File: config.mk
export PLATFORM = sky130hd
export DESIGN_NAME = tfifo_dataless
export DESIGN_NICKNAME = d
export VERILOG_FILES = /design/src/rtl/tfifo_dataless.sv
export SDC_FILE = /design/constraint.sdc
export NUM_CORES = 1
export LEC_CHECK = 0
export BUFFER_PORTS_ARGS = -buffer_cell sky130_fd_sc_hd__buf_2
export CAP_MARGIN = 20
export CORE_AREA = 2 2 39 41
export CTS_CLUSTER_SIZE = 16
export DETAILED_ROUTE_END_ITERATION = 8
export DIE_AREA = 0 0 41 43
export PLACE_DENSITY_LB_ADDON = 0.3
export SLEW_MARGIN = 20
export SYNTH_ARGS = -nofsm -noshare
export SYNTH_HDL_FRONTEND = slang
export SYNTH_SLANG_ARGS = --single-unit
export TNS_END_PERCENT = 10
File: constraint.sdc
create_clock -name clk -period 1.9 [get_ports clk]
set_input_delay 0.095 -clock clk [delete_from_list [all_inputs] [get_ports clk]]
set_output_delay 0.095 -clock clk [all_outputs]
set_load 0.02 [all_outputs]
File: src/rtl/tfifo_dataless.sv
// Dataless elastic FIFO: tracks up to NUM_SLOTS control tokens as an occupancy count.
// Define TFIFO_DATALESS_BYPASS_EN for zero-latency pass-through when empty.
module tfifo_dataless #(
    parameter int NUM_SLOTS = 4,
    localparam int CNT_W    = $clog2(NUM_SLOTS + 1)
) (
    input  logic             clk,
    input  logic             rst,
    input  logic             ins_valid,
    output logic             ins_ready,
    output logic             outs_valid,
    input  logic             outs_ready,
    output logic [CNT_W-1:0] occupancy
);

    generate
        if (NUM_SLOTS < 1) begin : g_bad_param
            $error("tfifo_dataless: NUM_SLOTS must be >= 1");
        end
    endgenerate

    localparam logic [CNT_W-1:0] MAX_CNT = CNT_W'(NUM_SLOTS);

    logic [CNT_W-1:0] count;
    logic             full;
    logic             empty;
    logic             push;
    logic             pop;

    assign full  = (count == MAX_CNT);
    assign empty = (count == '0);

    // Ready depends only on state, so the downstream ready path is cut here.
    assign ins_ready = !rst && !full;

`ifdef TFIFO_DATALESS_BYPASS_EN
    assign outs_valid = !rst && (!empty || ins_valid);
`else
    assign outs_valid = !rst && !empty;
`endif

    // A bypassed token is both pushed and popped, leaving count unchanged.
    assign push = ins_valid && ins_ready;
    assign pop  = outs_valid && outs_ready;

    always_ff @(posedge clk) begin
        if (rst) begin
            count <= '0;
        end else if (push && !pop) begin
            count <= count + 1'b1;
        end else if (pop && !push) begin
            count <= count - 1'b1;
        end
    end

    assign occupancy = count;

endmodule

==> run_results.csv, run 1 <==
group,metric,value,unit
clock_tree,clk_pin_slew,0.03,ns
synth,yosys_warnings,0,
clock_tree,cts-htree-levels,1,
critical_path,cp_num_buf_inv,1,
drt,viasPerCell,3.900,
layout,multiInputGateArea,165.2,um^2
layout,n_fill_cell,157,
sta,final_hold_viol_count,0,
critical_path,arrival,2.02,ns
critical_path,worstSetupEndpointType,"flop",
layout,final_core_util,24.50,%
layout,mostFrequentLayoutCell,"buf_2",
critical_path,ff2ff_path_depth,9,
synth,netlist_area,175.2,um^2
synth,synth_nets,26,
synth,yosysSeqAreaShare,34.29,%
layout,instances_no_fill,50,
critical_path,path_cells,"nor2_4, a21oi_4, and2_4, ha_4, inv_1, fa_2, xor2_1, or3_1, a21oi_2",
synth,synthMuxAreaShare,5.714,%
floorplan,core.rowCount,14,
clock_tree,clockBufferDepth,2,
sta,slew_viol_final,0,
critical_path,rrSetupSlack,0.04,ns
layout,antenna_cells,0,
critical_path,slowest_delay,0.38,ns
drt,drtIter0Drc,0,
critical_path,worstSetupPathType,"reg -> reg",
clock_tree,numCtsBuffers,3,
sta,finalSetupTns,0,ns
drt,antenna_left,0,
placement,portBuffers,8,
sta,rsz0062_at_grt,"yes",
drt,vias,195,
layout,final_cell_mix,"buf_2 (8), clkbuf_4 (3)",
synth,synth_fa_ha_area_share,18.57,%
global_route,grt_max_degree,6,
sta,fin_hold_ws,0.1138,ns
clock_tree,cts_tree,"built",
critical_path,critPathMaxFanout,4,
floorplan,core-area,1384,um^2
sta,finClkSkew,0.001596,ns
sta,worst_pin_slew,0.1978,ns
clock_tree,cts_hold_buf,0,
min_path,hp-class,"in -> reg",
critical_path,required,2.06,ns
status,status,"finished, final reports clean",
global_route,grt_usage,6.432,%
synth,synth-compound-area-share,8.571,%
floorplan,die_area,1763,um^2
placement,placedCellCount,45,
synth,synthDistinctLibCells,13,
clock_tree,cts.sinks,3,
sta,setup_violations,0,
drt,finalWirelength,480,um
critical_path,slowest_stage,"dfxtp_4",
job,cap_violations,0,
power_and_ir_drop,leakage,0.1498,nW
drt,wl_per_cell,9.600,um
synth,synth_seq_cells,3,
power_and_ir_drop,peakVddDrop,0.0005433,V
critical_path,worstSetupStartpointType,"flop",
drt,first_pass_iters,1,
floorplan,die_y,43,um
global_route,grt_pass1_wl,703,um
layout,final_area,339.1,um^2
global_route,grt_overflow_total,0,
drt,drc_errors,0,
layout,ff_latch_area,68.82,um^2
global_route,grt_pass1_vias,179,
clock_tree,clkLatencyLatePin,0.23,ns
synth,synth_top_family_by_area,"simple AND/OR/NAND/NOR gates",
min_path,worst_hold_path.endpoint,"occupancy[2]",
synth,synthCells,20,
floorplan,io_pins,9,
floorplan,floorplan.initialDensity,12.66,%
synth,synth_area_per_cell,8.758,um^2
power_and_ir_drop,power_density,1709,nW/um^2
layout,final_net_count,41,
critical_path,r2r-start,"occupancy[1]",
floorplan,floorplan.die.width,41,um
min_path,worstHoldPathCells,2,
placement,place_area,282.8,um^2
layout,area_growth,93.57,%
layout,drive_above_1_share,70.59,%
sta,slew-limit-headroom,86.67,%
clock_tree,ctsRootBufferMaster,"clkbuf_4",
critical_path,reg2reg_to,"occupancy[2]",
synth,synthXorXnorAreaFrac,10.00,%
min_path,hold_start,"rst",
global_route,antenna_found_initial,0,
sta,max_freq,536.4,MHz
synth,synth-simple-area-share,20.71,%
critical_path,critPathTopFamily,"simple AND/OR/NAND/NOR gates",
sta,post-route-period-util,98.12,%
layout,largest_reg_flops,3,
placement,gp_congestion,0.6220,
sta,final.min_clock_period,1.864,ns
==> through the flow <==
stage	total power, mW	worst slack, ns
after floorplan	0.3392	-0.06427
after global placement	0.4196	0.01136
after detailed placement	0.4218	-0.001047
after CTS	0.5499	0.007544
after global routing	0.6349	-0.05999
final	0.5796	0.03579
==> synth_stat cells (all sizes together) <==
cell   instances  area share, %
inv            1            2.1
nand2          1            2.1
nor3           1            2.9
a21oi          2            5.7
or3            1            3.6
mux2i          1            5.7
dfxtp          3             34
ha             1            7.1
o21ai          1            2.9
nor2           4            8.6
xor2           2             10
fa             1             11
and2           1            3.6
==> cell type report <==
class | count | area share [%]
inverter | 1 | 1.107
sequential | 3 | 20.30
clock buffer | 4 | 7.749
timing repair buffer | 10 | 16.24
multi-input combinational | 16 | 48.71
tap | 16 | 5.904
==> worst max-delay path by stage <==
| stage | start | end | depth (start not counted) |
|---|---|---|---|
| after floorplan | occupancy[1] | occupancy[2] | 9 |
| after global placement | occupancy[1] | occupancy[2] | 9 |
| after detailed placement | occupancy[1] | occupancy[2] | 9 |
| after CTS | occupancy[1] | occupancy[2] | 9 |
| after global routing | occupancy[0] | occupancy[2] | 9 |
| final | occupancy[1] | occupancy[2] | 9 |
==> timing repair <==
item	4_1_cts	5_1_grt
buffers inserted	1	0
gates resized for setup	0	4
endpoints found under the setup margin	1	1
pin swaps	0	2
==> per-layer routing <==
| layer | track usage (%) | up-vias | share of wire [%] |
|---|---|---|---|
| met5 | 0 | - | 0 |
| met4 | 2.000 | 0 | 0 |
| met3 | 6.283 | 0 | 11 |
| met2 | 7.187 | 11 | 42 |
| met1 | 8.387 | 87 | 47 |
| li1 | - | 97 | - |
==> cells by family after synthesis <==
kind of cell / count (synthesis)
AOI/OAI and AO/OA: 3
xor gates and xnor gates: 2
adders and majority gates: 2
buffers and inverters: 1
DFF: 3
muxes: 1
and+or+nand+nor: 8
==> report_power, final <==
part           leakage, nW  switching [mW]  internal [mW]  total, mW
clock               0.0150          0.0298         0.0785      0.108
combinational        0.108           0.163          0.156      0.319
sequential          0.0264          0.0517          0.101      0.152
No activity file was read; power rests on OpenSTA's default activity.
==> run 2, diff against run 1 <==
==> constraint.sdc (replaced) <==
create_clock -name clk -period 1.9 [get_ports clk]
set_input_delay 0.38 -clock clk [delete_from_list [all_inputs] [get_ports clk]]
set_output_delay 0.38 -clock clk [all_outputs]
set_load 0.02 [all_outputs]
==> run 2 against run 1 <==
Against the previous run: clock power barely moved; core utilization rose by 0.81 points; largest cell class unchanged; sequential cell count unchanged; die area is the same; cell count is 4.0% higher; fmax rose by 1.1%; sequential share of layout area shrank 0.65 points; worst hold slack improved by 0.39 ns; largest power group unchanged; first-iteration DRC count rose by 2; non-clock buffer count increased by 2.
==> run_results.csv, run 2 (synthesis results as in run 1) <==
group,metric,value,unit
layout,largest_reg_flops,3,
global_route,antenna_found_initial,0,
drt,first_pass_iters,2,
power_and_ir_drop,power_density,1625,nW/um^2
sta,worst_pin_slew,0.2170,ns
sta,slew-limit-headroom,85.38,%
placement,pre_cts_ws,-0.08703,ns
drt,antenna_left,0,
critical_path,required,2.06,ns
critical_path,path_cells,"nor3_2, nor2_2, nand2_2, ha_4, inv_1, fa_2, xor2_1, or3_1, a21oi_2",
placement,dpl.hpwl,352.7,um
status,status,"finished, final reports clean",
global_route,grt_pass1_vias,182,
drt,viasPerCell,3.865,
drt,drtIter0Drc,2,
sta,final.min_clock_period,1.845,ns
global_route,grt_overflow_total,0,
drt,wl_per_cell,9.327,um
power_and_ir_drop,leakage,0.1584,nW
drt,vias,201,
layout,area_growth,100.0,%
sta,slew_viol_final,0,
clock_tree,cts.sinks,3,
layout,instances_no_fill,52,
sta,finClkSkew,0.001192,ns
critical_path,slowest_delay,0.34,ns
sta,rsz0062_at_grt,"yes",
clock_tree,cts-htree-levels,1,
critical_path,slowest_stage,"dfxtp_2",
floorplan,die_y,43,um
floorplan,core-area,1384,um^2
layout,drive_above_1_share,75.00,%
critical_path,critPathMaxFanout,5,
layout,final_cell_mix,"buf_2 (8), buf_4 (4), clkbuf_4 (3)",
sta,setup_violations,0,
critical_path,arrival,2.00,ns
sta,layout_setup_ws,0.05530,ns
drt,drc_errors,0,
global_route,grt_pass1_wl,717,um
floorplan,core.rowCount,14,
clock_tree,numCtsBuffers,3,
critical_path,worstSetupStartpointType,"flop",
drt,finalWirelength,485,um
job,cap_violations,0,
sta,post-route-period-util,97.09,%
floorplan,die_area,1763,um^2
clock_tree,ctsRootBufferMaster,"clkbuf_4",
critical_path,worstSetupPathType,"reg -> reg",
critical_path,worstSetupEndpointType,"flop",
clock_tree,cts_hold_buf,0,
power_and_ir_drop,peakVddDrop,0.0004951,V
sta,final_hold_viol_count,0,
floorplan,floorplan.initialDensity,12.66,%
min_path,hp-class,"in -> reg",
layout,mostFrequentLayoutCell,"buf_2",
clock_tree,clkLatencyLatePin,0.23,ns
global_route,grt_max_degree,6,
floorplan,floorplan.die.width,41,um
power_and_ir_drop,p_total,569.4,uW
layout,antenna_cells,0,
global_route,grt_usage,6.734,%
sta,fin_hold_ws,0.4998,ns
clock_tree,clk_pin_slew,0.04,ns
clock_tree,cts_tree,"built",
floorplan,io_pins,9,
placement,placedCellCount,47,
sta,max_freq,542.1,MHz
layout,final_net_count,43,
placement,portBuffers,8,
clock_tree,clockBufferDepth,2,
placement,gp_congestion,0.7016,
-- run 2: cell count changes in the layout (fill, tap and decap cells not counted), sizes merged --
| cell | before | now |
|---|---|---|
| buf | 10 | 12 |
-- run 2: stage by stage --
stage	instance area (um^2)	TNS, ns	utilization (%)
6_report	350.3	0	25.32
3_3_place_gp	297.8	-0.08006	21.52
4_1_cts	331.6	0	23.96
5_1_grt	350.3	-0.03253	25.32
2_1_floorplan	215.2	-0.06427	-
3_5_place_dp	297.8	-0.08703	21.52
-- run 2: path summary, 6_finish.rpt --
kind | from | cells after the start | to | slack [ns]
setup / recovery | occupancy[2] | 9 | occupancy[2] | 0.06
hold / removal | rst | 3 | occupancy[2] | 0.50
setup reg to reg | occupancy[2] | 9 | occupancy[2] | 0.06
hold reg to reg | occupancy[2] | 2 | occupancy[2] | 0.55
-- run 2: critical path, delay by kind of cell, from the launching register on --
kind,cells,cell delay (ns)
compound gates,1,0.11
xor+xnor,1,0.15
buf+inv,1,0.04
flops,1,0.34
simple gates,4,0.66
fa+ha+maj,2,0.47
-- run 2: routing by layer --
metal / routed length [um] / global-route usage [%] / vias up
met1: 240 / 8.710 / 91
met2: 190 / 7.813 / 11
met4: 0 / 2.000 / 0
met5: 0 / 0 / -
met3: 54 / 6.283 / 0
li1: - / - / 99
-- run 2: timing repair --
item,CTS,global route
setup endpoints to repair,1,1
gates resized for setup,0,4
setup buffers,1,0
-- run 2: where the power goes --
| part | switching [mW] | internal, mW | total [mW] |
|---|---|---|---|
| logic | 0.163 | 0.153 | 0.316 |
| clock network | 0.0300 | 0.0785 | 0.108 |
| registers | 0.0445 | 0.101 | 0.145 |
-- run 2: layout make-up --
class                      count  area (um^2)
fill                         153         1033
multi-input combinational     16        161.4
timing repair buffer          12        70.07
sequential                     3        68.82
clock buffer                   4        26.28
tap                           16        20.02
inverter                       1        3.754
